**src/rtl/dac_spi_rx.sv**
```systemverilog
// DAC-side receiver for the cs/sclk/sdi/ldac serial link: oversampled, MSB-first, length-checked.
// Optional feature macro LDAC_LATCH_EN selects double-buffered (ldac-latched) output.
module dac_spi_rx #(
    parameter int DATA_W   = 16,
    parameter int SYNC_STG = 2,
    parameter int CNT_W    = 16
) (
    input  logic              clk,
    input  logic              rst,
    input  logic              cs,
    input  logic              sclk,
    input  logic              sdi,
    input  logic              ldac,
    output logic [DATA_W-1:0] dout,
    output logic              dout_vld,
    output logic              frm_err,
    output logic              busy,
    output logic [CNT_W-1:0]  frm_cnt
);

    localparam int BC_W    = $clog2(DATA_W + 2);
    localparam int ST_W    = $clog2(SYNC_STG + 2);
    localparam int CH_SDI  = 0;
    localparam int CH_CS   = 1;
    localparam int CH_SCLK = 2;
`ifdef LDAC_LATCH_EN
    localparam int NCH     = 4;
    localparam int CH_LDAC = 3;
`else
    localparam int NCH     = 3;
`endif

    typedef enum logic [1:0] {
        IDLE  = 2'd0,
        SHIFT = 2'd1,
        CHECK = 2'd2
    } state_t;

    logic [NCH-1:0]      pin_vec;
    logic [NCH-1:0]      sync_s;
    logic [SYNC_STG-1:0] sync_reg [NCH];
    logic [NCH-1:1]      dly_reg;

`ifdef LDAC_LATCH_EN
    assign pin_vec = {ldac, sclk, cs, sdi};
`else
    assign pin_vec = {sclk, cs, sdi};
    // ldac has no function in transparent mode
    logic ldac_unused;
    assign ldac_unused = ldac;
`endif

    generate
        for (genvar gi = 0; gi < NCH; gi++) begin : g_sync
            always_ff @(posedge clk) begin
                if (rst) begin
                    sync_reg[gi] <= '1;
                end else begin
                    sync_reg[gi] <= {sync_reg[gi][SYNC_STG-2:0], pin_vec[gi]};
                end
            end
            assign sync_s[gi] = sync_reg[gi][SYNC_STG-1];
        end
        for (genvar gi = 1; gi < NCH; gi++) begin : g_dly
            always_ff @(posedge clk) begin
                if (rst) begin
                    dly_reg[gi] <= 1'b1;
                end else begin
                    dly_reg[gi] <= sync_s[gi];
                end
            end
        end
    endgenerate

    logic cs_rise, cs_fall, sclk_rise, sdi_sync;
    assign cs_rise   =  sync_s[CH_CS]   & ~dly_reg[CH_CS];
    assign cs_fall   = ~sync_s[CH_CS]   &  dly_reg[CH_CS];
    assign sclk_rise =  sync_s[CH_SCLK] & ~dly_reg[CH_SCLK];
    assign sdi_sync  =  sync_s[CH_SDI];
`ifdef LDAC_LATCH_EN
    logic ldac_fall;
    assign ldac_fall = ~sync_s[CH_LDAC] & dly_reg[CH_LDAC];
`endif

    // The preset synchroniser content is not a real cs-high observation, so arming
    // waits until the whole chain including the delay flop carries real samples.
    logic [ST_W-1:0] settle_reg;
    logic            settled;
    logic            armed_reg;
    assign settled = (settle_reg == ST_W'(SYNC_STG + 1));

    always_ff @(posedge clk) begin
        if (rst) begin
            settle_reg <= '0;
            armed_reg  <= 1'b0;
        end else begin
            if (!settled) begin
                settle_reg <= settle_reg + 1'b1;
            end
            if (settled && sync_s[CH_CS] && dly_reg[CH_CS]) begin
                armed_reg <= 1'b1;
            end
        end
    end

    state_t              state_reg;
    logic [DATA_W-1:0]   shift_reg;
    logic [DATA_W-1:0]   shift_next;
    logic [DATA_W-1:0]   shadow_reg;
    logic [BC_W-1:0]     bit_cnt_reg;
    logic [BC_W-1:0]     bit_cnt_next;
    logic [DATA_W-1:0]   dout_reg;
    logic                dout_vld_reg;
    logic                frm_err_reg;
    logic                busy_reg;
    logic [CNT_W-1:0]    frm_cnt_reg;

    // Count saturates one past a full frame so overruns never alias to a good length.
    always_comb begin
        shift_next   = {shift_reg[DATA_W-2:0], sdi_sync};
        bit_cnt_next = bit_cnt_reg;
        if (bit_cnt_reg != BC_W'(DATA_W + 1)) begin
            bit_cnt_next = bit_cnt_reg + 1'b1;
        end
    end

    always_ff @(posedge clk) begin
        if (rst) begin
            state_reg    <= IDLE;
            shift_reg    <= '0;
            shadow_reg   <= '0;
            bit_cnt_reg  <= '0;
            dout_reg     <= '0;
            dout_vld_reg <= 1'b0;
            frm_err_reg  <= 1'b0;
            busy_reg     <= 1'b0;
            frm_cnt_reg  <= '0;
        end else begin
            dout_vld_reg <= 1'b0;
            frm_err_reg  <= 1'b0;
            case (state_reg)
                IDLE: begin
                    if (cs_fall && armed_reg) begin
                        bit_cnt_reg <= '0;
                        busy_reg    <= 1'b1;
                        state_reg   <= SHIFT;
                    end
                end
                SHIFT: begin
                    if (sclk_rise) begin
                        shift_reg   <= shift_next;
                        bit_cnt_reg <= bit_cnt_next;
                    end
                    if (cs_rise) begin
                        state_reg <= CHECK;
                    end
                end
                CHECK: begin
                    if (bit_cnt_reg == BC_W'(DATA_W)) begin
                        shadow_reg  <= shift_reg;
                        frm_cnt_reg <= frm_cnt_reg + 1'b1;
`ifndef LDAC_LATCH_EN
                        dout_reg     <= shift_reg;
                        dout_vld_reg <= 1'b1;
`endif
                    end else begin
                        frm_err_reg <= 1'b1;
                    end
                    busy_reg  <= 1'b0;
                    state_reg <= IDLE;
                end
                default: begin
                    busy_reg  <= 1'b0;
                    state_reg <= IDLE;
                end
            endcase
`ifdef LDAC_LATCH_EN
            // Loads whatever shadow holds now, even mid-frame or with no new frame.
            if (ldac_fall) begin
                dout_reg     <= shadow_reg;
                dout_vld_reg <= 1'b1;
            end
`endif
        end
    end

    assign dout     = dout_reg;
    assign dout_vld = dout_vld_reg;
    assign frm_err  = frm_err_reg;
    assign busy     = busy_reg;
    assign frm_cnt  = frm_cnt_reg;

endmodule

```
**config.mk**
```make
export PLATFORM = sky130hd
export DESIGN_NAME = dac_spi_rx
export DESIGN_NICKNAME = d
export VERILOG_FILES = /design/src/rtl/dac_spi_rx.sv
export SDC_FILE = /design/constraint.sdc
export NUM_CORES = 1
export LEC_CHECK = 0
export ABC_CLOCK_PERIOD_IN_PS = 2000
export BUFFER_PORTS_ARGS = -buffer_cell sky130_fd_sc_hd__buf_2
export CAP_MARGIN = 5
export CORE_MARGIN = 2
export CORE_UTILIZATION = 55
export CTS_CLUSTER_DIAMETER = 100
export DETAILED_ROUTE_END_ITERATION = 6
export GPL_TIMING_DRIVEN = 0
export PLACE_DENSITY = 0.74
export SYNTH_ARGS = -nofsm -noshare
export SYNTH_HDL_FRONTEND = slang
export SYNTH_SLANG_ARGS = --single-unit
export TNS_END_PERCENT = 1
```
**constraint.sdc**
```tcl
create_clock -name clk -period 2 [get_ports clk]
set_input_delay 0.1 -clock clk [delete_from_list [all_inputs] [get_ports clk]]
set_output_delay 0.1 -clock clk [all_outputs]
set_load 0.03 [all_outputs]
```
; ---- After elaboration in Yosys (flattened, before gate mapping)
; Memory sizes are Yosys's and may differ from the RTL's.
; Cells that the tools add are included.
[word_totals]
regBits = 63
latchBits = 0
ram_bits = 6
mem_bits_ro = 0
output_inout_bits = 35
elab_cells = 64
mem_count = 1
[classes]
addsub = 3
n_mul = 0
n_div = 0
order_cmp = 0
n_eq_ne = 9
n_shift = 0
n_mux = 17
n_bitwise = 11
reduce_logical = 11
[memory_table]
columns = memory, depth, width, read_ports, rd_ports_with_merged_regs, write_ports, line
row1 = sync_reg, 3, 2, 3, 0, 3, 41  ; logic [SYNC_STG-1:0] sync_reg [NCH];
[op_table]
columns = operator, n
row1 = "adder 16 x 1 -> 16 bit, second input constant", 1
row2 = two-way mux 5 bit, 3
row3 = two-way mux 2 bit, 5
row4 = one-hot mux 5 bit (2 select lines), 1
row5 = "!= test 2 bit, second input constant", 4
row6 = AND reduction 2 bit, 4
row7 = two-way mux 1 bit, 6
row8 = "adder 5 x 1 -> 5 bit, second input constant", 1
row9 = "equality test 5 bit, second input constant", 1
row10 = "!= test 5 bit, second input constant", 1
row11 = NOT 1 bit, 5
row12 = "equality test 2 bit, second input constant", 2
row13 = one-hot mux 2 bit (2 select lines), 1
row14 = AND reduction 4 bit, 1
row15 = bitwise AND 1 bit, 3
row16 = logical AND 1 bit, 3
row17 = OR 1 bit, 3
row18 = "adder 2 x 1 -> 2 bit, second input constant", 1
row19 = "equality test 2 x 1 -> 1 bit, second input constant", 1
row20 = logical NOT 2 bit, 1
row21 = one-hot mux 1 bit (2 select lines), 1
row22 = nonzero test 2 bit, 1
row23 = OR reduction 2 bit, 1

; ---- Logic depth before layout (Yosys ltp)
; Gate-level depths: netlist (run 1).
[depth]
depth_word = 5
mapped_depth = 8

; ---- Worst setup path before layout (run 1)
; No wires, ideal clock.
[synth_timing]
path_kind = register to register
from = register frm_cnt_reg[0] (netlist: frm_cnt[0])
to = register frm_cnt_reg[14] (netlist: frm_cnt[14])
t_arrival_ns = 1.617
required_time_ns = 1.930
path_slack_ns = 0.313
stages_incl_launch_ff = 6
path_buffers = 0
period_less_slack_ns = 1.687
path_cell_list = dfxtp_1 -> ha_1 -> and4b_1 -> nand4_1 -> or3_1 -> a21oi_1
[synth_via]
elab_chain_cells = 1
[synth_rtl]
columns = element, line
row1 = "start, declared", 116  ; logic [CNT_W-1:0] frm_cnt_reg;
row2 = "start signal, assigned", 161  ; frm_cnt_reg <= frm_cnt_reg + 1'b1;
row3 = adder 16 x 1 -> 16 bit, 161
; No other way between the ends.
; A chain may end at the register's enable or synchronous reset.

; ---- Final worst setup path (run 1)
[layout_timing]
from = register bit_cnt_reg[0]
to = register dout_reg[9] (netlist: dout[9])
[layout_via]
elab_chain_cells = 2
[layout_rtl]
columns = element, line
row1 = "start, declared", 110  ; logic [BC_W-1:0] bit_cnt_reg;
row2 = "start signal, assigned", 152  ; bit_cnt_reg <= bit_cnt_next;
row3 = equality test 5 bit, 159  ; if (bit_cnt_reg == BC_W'(DATA_W)) begin
row4 = AND reduction 2 bit (no source line), n/a
row5 = "end signal, assigned", 163  ; dout_reg <= shift_reg;
row6 = "end, declared", 112  ; logic [DATA_W-1:0] dout_reg;
; No other way between the ends.

==> run metrics, run 1 <==
mean number of vias per cell 5.37; WP data arrival 2.10 ns; Final setup viols 0; hold slack roughly 0.28 ns; largest net degree at the start of global routing 13; Die Width 73.6 microns; Worst VDD drop 0.000488 V; Core Area between 4000 and 5000 sq um; clock sinks 69; fill cell count 410; crit path kind flip-flop to flip-flop; post-route setup slack 0.171 ns; Post-DP HPWL 3800 microns; Worst Path Max Fanout 10; H-tree levels 3; Lkg Pwr 1.20 nW; post-route antenna net violation count 0; Initial Util 0.568; Starting DRT DRC Count 111; number of synthesized flops with an enable pin 0; area occupied by multi-input gates 1210 sq um; Vias between 2000 and 2500; Yosys cell types 41; setup slack at placement 0.0424 ns; Avg Inst Size Synth 8.66 sq um; sequential area share after synthesis 0.518; Pwr Density 835 nW/um^2; row cnt 25; first-pass GRT wire length 9330 microns; min Tclk post-route 1.83 ns; height of the die 73.6 microns; outcome complete, no violations; Routability Congestion 0.882; Post-synth ARST share 0; worst path required time 2.27 ns; synthesis-to-layout area growth 18.8%; postcts setup bufs 0; diode count 0; netlist area before placement 2670 sq um; drt first pass iters 4; share of cells above drive strength 1 0.189; DIE AREA between 5000 and 6000 sq um; Remaining Overflow, GRT 0; post-DR wirelength/cell 13.2 microns; total CTS buffers 9; Port Buffers 38; # DRC 0; most frequent cells in the layout 75 x nand2_1, 69 x dfxtp_1, 42 x a21oi_1; Final Cycle Share 0.914; CTS Buffer Depth 2; CP startpoint kind flip-flop; Post-Syn Nets approximately 320; setup TNS 0 ns; vias in the first global route roughly 2000; initial antenna violation count 0; Worst Hold Class primary input to flip-flop; Worst Skew 0.0143 ns; sequential cell area between 1000 and 1500 sq um; WL final 5520 microns; Clock Latency Late Sink 0.35 ns; synthesis warning total 0; Slew Limit Fails 0; CTS tree done; Final nets 371; fmax 547 MHz; Worst Max-Slew Pin Slew 0.540 ns; Post-Syn Instances 308; Worst-path clk slew 0.07 ns; Boundary Pins 41; Overall Power 0.00265 W; commonest non-fill, non-tap cell in the layout nand2_1; FF+latch count, synth 69; RSZ-0062 raised after global routing false; Final Hold Fails 0; Total GRT Usage 0.227; max-cap violation count 0; Worst slew margin 0.640; Synth Flop Type dfxtp_1; clk root buf clkbuf_8; CP endpoint kind flip-flop
routing by layer:
metal  track usage  wire (microns)  part of all wire  up-vias
met5             0               0                 0        -
met1         0.292            2630              0.48     1043
met3        0.0494             178             0.032       10
li1              -               -                 -     1156
met2         0.359            2590              0.47       40
met4         0.109             121             0.022        0
cells by family (layout without fill, tap and decap cells):
logic type | Yosys count | after routing | synth area share
simple gates | 148 | 148 | 0.275
flops | 69 | 69 | 0.518
buf+inv | 19 | 76 | 0.0296
fa+ha+maj | 5 | 5 | 0.0235
compound gates | 56 | 56 | 0.117
xor+xnor | 10 | 10 | 0.0328
mux | 1 | 1 | 0.00375
critical path, stage by stage, from the launching register on:
cell and delay [ns]:
dfxtp_1 0.44, inv_1 0.07, ha_1 0.22, and4bb_1 0.20, buf_4 0.17, nand2_2 0.19
buf_2 0.25, nand2_1 0.07, a21oi_1 0.14
Yosys cell counts, drive strengths merged, types with 3 or more instances:
cell     n  share of area
xnor2    5          0.016
nand3   10          0.023
o31ai    4          0.011
ha       5          0.023
inv      3         0.0042
dfxtp   69           0.52
or2      8          0.019
o21ai    3         0.0056
nor3     3         0.0056
a311oi   3         0.0099
xor2     5          0.016
or3      3         0.0070
nor2    18          0.026
nand2b   4         0.0094
nand4    4         0.0094
clkbuf  12          0.017
nand2   76           0.11
buf      4         0.0084
a21oi   42          0.079
and3     3         0.0070
what timing repair did:
action                                  in CTS  in global routing
resized for setup                            0                  1
endpoints found under the setup margin       0                  9
hold buffers                                 3                  0
endpoints found under the hold margin        3                  0
per-stage QoR:
stage                     area (sq um)  cells   util
after floorplan                   2670    308      -
after global placement            2920    400  0.623
after detailed placement          2920    400  0.623
after CTS                         3160    419  0.674
after global routing              3170    419  0.675
final                             3170    419  0.675
worst paths after layout:
kind                            cells past startpoint           start  slack, ns              to
worst min register to register                      1  sync_reg[2][0]       0.41  sync_reg[2][1]
worst max-delay path                                8  bit_cnt_reg[0]       0.17         dout[9]
worst min-delay path                                4             rst       0.28  bit_cnt_reg[1]
worst max register to register                      8  bit_cnt_reg[0]       0.17         dout[9]
layout make-up:
| cell class | count | share of cell area |
|---|---|---|
| Sequential cell | 69 | 0.436 |
| Multi-Input combinational cell | 220 | 0.382 |
| Timing Repair Buffer | 41 | 0.0695 |
| Clock buffer | 11 | 0.0478 |
| Buffer | 16 | 0.0213 |
| Tap cell | 54 | 0.0213 |
| Clock inverter | 5 | 0.0186 |
| Inverter | 3 | 0.00356 |
where the power goes:
| group | internal, W | total [W] | leakage, nW | switching, W |
|---|---|---|---|---|
| combinational | 0.0000296 | 0.0000721 | 0.536 | 0.0000425 |
| sequential | 0.00139 | 0.00140 | 0.558 | 0.0000105 |
| clock | 0.000643 | 0.00117 | 0.102 | 0.000528 |
| total | 0.00206 | 0.00265 | 1.20 | 0.000581 |
No activity file was read; power rests on OpenSTA's default activity.
==> run 2, diff against run 1 <==
--- a/config.mk
+++ b/config.mk
@@ -5,9 +5,8 @@
 export SDC_FILE = /design/constraint.sdc
 export NUM_CORES = 1
 export LEC_CHECK = 0
-export ABC_CLOCK_PERIOD_IN_PS = 2000
-export BUFFER_PORTS_ARGS = -buffer_cell sky130_fd_sc_hd__buf_2
-export CAP_MARGIN = 5
+export BUFFER_PORTS_ARGS = -buffer_cell sky130_fd_sc_hd__buf_4
+export CAP_MARGIN = 15
 export CORE_MARGIN = 2
 export CORE_UTILIZATION = 55
 export CTS_CLUSTER_DIAMETER = 100
==> run 2 against run 1 <==
Compared with the run above:
- sequential power barely moved
- final area rose by 2.7%
- hold slack improved by 0.0068 ns
- first-iteration DRC count rose by 13%
- cell count did not move
- wire length rose by 1.3%
- clock skew fell by 0.00080 ns
- power fell by 1.2%
- critical path depth did not move
- global-route usage rose by 0.083 points
- register-to-register slack barely moved
==> run metrics, run 2 (synthesis gave the netlist of run 1 again) <==
P_int 0.00203 W (was 0.00206 W); CTS tree done (unchanged); post-route setup slack 0.180 ns (was 0.171 ns); Clock power frac 0.436 (was 0.443); GRT met1 Usage 0.284 (was 0.292); crit path kind flip-flop to flip-flop (unchanged); Total GRT Usage 0.228 (was 0.227); Final Cycle Share 0.910 (was 0.914); first-pass GRT wire length 9320 microns (was 9330 microns); # DRC 0 (unchanged); largest net degree at the start of global routing 13 (unchanged); DIE AREA 5420 sq um (unchanged); Final setup viols 0 (unchanged); Worst Skew 0.0135 ns (was 0.0143 ns); worst path required time 2.27 ns (about the same); Slew Limit Fails 0 (unchanged); Vias 2293 (was 2249); Initial Util 0.568 (unchanged); Lkg Pwr 1.19 nW (was 1.20 nW); setup slack at placement 0.0678 ns (was 0.0424 ns); Finished Core Util 0.693 (was 0.675); synthesis-to-layout area growth 22.0% (was 18.8%); Worst slew margin 0.646 (was 0.640); NetSw 0.000579 W (was 0.000581 W); height of the die 73.6 microns (unchanged); post-DR wirelength/cell 13.3 microns (was 13.2 microns); CP endpoint kind flip-flop (unchanged); Buf/Inv on CP 3 (unchanged); fmax 549 MHz (was 547 MHz); Boundary Pins 41 (unchanged); initial antenna violation count 0 (unchanged); mean number of vias per cell 5.47 (was 5.37); CP delay by family, top buffers and inverters (unchanged); post-route antenna net violation count 0 (unchanged); logic gate share of total power 0.028 (was 0.027); Post-DP HPWL 3810 microns (was 3800 microns); Worst Max-Slew Pin Slew 0.532 ns (was 0.540 ns); met3 usage 0.0754 (was 0.0494); Core Area 4690 sq um (unchanged); most frequent cells in the layout 75 x nand2_1, 69 x dfxtp_1, 42 x a21oi_1 (unchanged); share of power burned in registers 0.536 (was 0.530); Worst-path clk slew 0.07 ns (about the same); Worst Hold Class primary input to flip-flop (unchanged); Port Buffers 38 (unchanged); Worst Path Max Fanout 10 (unchanged); Starting DRT DRC Count 125 (was 111); RSZ-0062 raised after global routing false (unchanged); CP Cell Sequence inv_1 -> ha_1 -> and4bb_1 -> buf_4 -> nand2_2 -> buf_2 -> nand2_1 -> a21oi_1 (unchanged); fill cell count 387 (was 410); clk root buf clkbuf_8 (unchanged); Worst VDD drop 0.000493 V (was 0.000488 V); H-tree levels 3 (unchanged); CP max-delay cell dfxtp_1 (unchanged); clock sinks 69 (unchanged); diode count 0 (unchanged); CTS Buffer Depth 2 (unchanged); Clock Latency Late Sink 0.35 ns (about the same); drt first pass iters 4 (unchanged); Pwr Density 803 nW/um^2 (was 835 nW/um^2); commonest non-fill, non-tap cell in the layout nand2_1 (unchanged); setup TNS 0 ns (unchanged); row cnt 25 (unchanged); crit-path max cell delay 0.45 ns (was 0.44 ns); outcome complete, no violations (unchanged); total CTS buffers 9 (unchanged); WP data arrival 2.09 ns (was 2.10 ns); min Tclk post-route 1.82 ns (was 1.83 ns); CP startpoint kind flip-flop (unchanged); WL final 5590 microns (was 5520 microns); Routability Congestion 0.853 (was 0.882); share of cells above drive strength 1 0.186 (was 0.189); Final nets 371 (unchanged); vias in the first global route 2096 (was 2012); Final Hold Fails 0 (unchanged); Remaining Overflow, GRT 0 (unchanged); Sw Share 0.222 (was 0.220); Most Used Layer, Global Route met2 (unchanged); Die Width 73.6 microns (unchanged); max-cap violation count 0 (unchanged); GR Util met2 0.351 (was 0.359)
-- run 2: cell count changes in the layout (fill, tap and decap cells not counted), sizes merged --
cell / change
clkinvlp: -1
clkinv: +1
-- run 2: worst paths after layout --
| kind | startpoint | to | slack (ns) | depth (start not counted) |
|---|---|---|---|---|
| hold / removal | rst | bit_cnt_reg[1] | 0.29 | 4 |
| setup reg to reg | bit_cnt_reg[0] | dout[15] | 0.18 | 8 |
| setup / recovery | bit_cnt_reg[0] | dout[15] | 0.18 | 8 |
| hold reg to reg | sync_reg[1][0] | sync_reg[1][1] | 0.41 | 1 |
-- run 2: area by class of cell --
class | instances | area [sq um] | share of cell area
multi-input combinational | 220 | 1210 | 0.372
inverter | 3 | 11.3 | 0.00346
timing repair buffer | 41 | 315 | 0.0969
tap | 54 | 67.6 | 0.0208
sequential | 69 | 1380 | 0.425
clock inverter | 5 | 60.1 | 0.0185
clock buffer | 11 | 141 | 0.0435
buffer | 16 | 67.6 | 0.0208
-- run 2: repair_timing --
item | CTS | global route
hold endpoints to repair | 3 | 0
setup buffers | 0 | 0
resized for setup | 0 | 1
endpoints found under the setup margin | 0 | 9
hold buffers | 3 | 0
-- run 2: worst min-delay path: stages --
cell and delay, ns:
clkbuf_1 0.17, nor2b_1 0.15, nand4_1 0.10, o31ai_1 0.08
-- run 2: per-stage QoR --
| step | cell area, sq um | power (W) | hold WS, ns | instances |
|---|---|---|---|---|
| global route | 3250 | 0.00271 | 0.350 | 419 |
| CTS | 3250 | 0.00264 | 0.286 | 419 |
| global placement | 3020 | 0.00150 | 0.284 | 400 |
| finish | 3250 | 0.00261 | 0.289 | 419 |
| detailed placement | 3020 | 0.00150 | 0.286 | 400 |
| floorplan | 2670 | 0.00148 | 0.204 | 308 |
-- run 2: power groups by stage --
| stage | clock, W | sequential [W] | combinational [W] |
|---|---|---|---|
| 2_1_floorplan | 0 | 0.00143 | 0.0000491 |
| 3_3_place_gp | 0 | 0.00143 | 0.0000672 |
| 3_5_place_dp | 0 | 0.00143 | 0.0000711 |
| 4_1_cts | 0.00116 | 0.00140 | 0.0000757 |
| 5_1_grt | 0.00122 | 0.00140 | 0.0000843 |
| 6_report | 0.00114 | 0.00140 | 0.0000737 |
-- run 2: routing by layer --
layer  vias up  wire [microns]
met5         -               0
met1      1065            2540
met4         0             135
met3        11             279
met2        63            2640
li1       1154               -
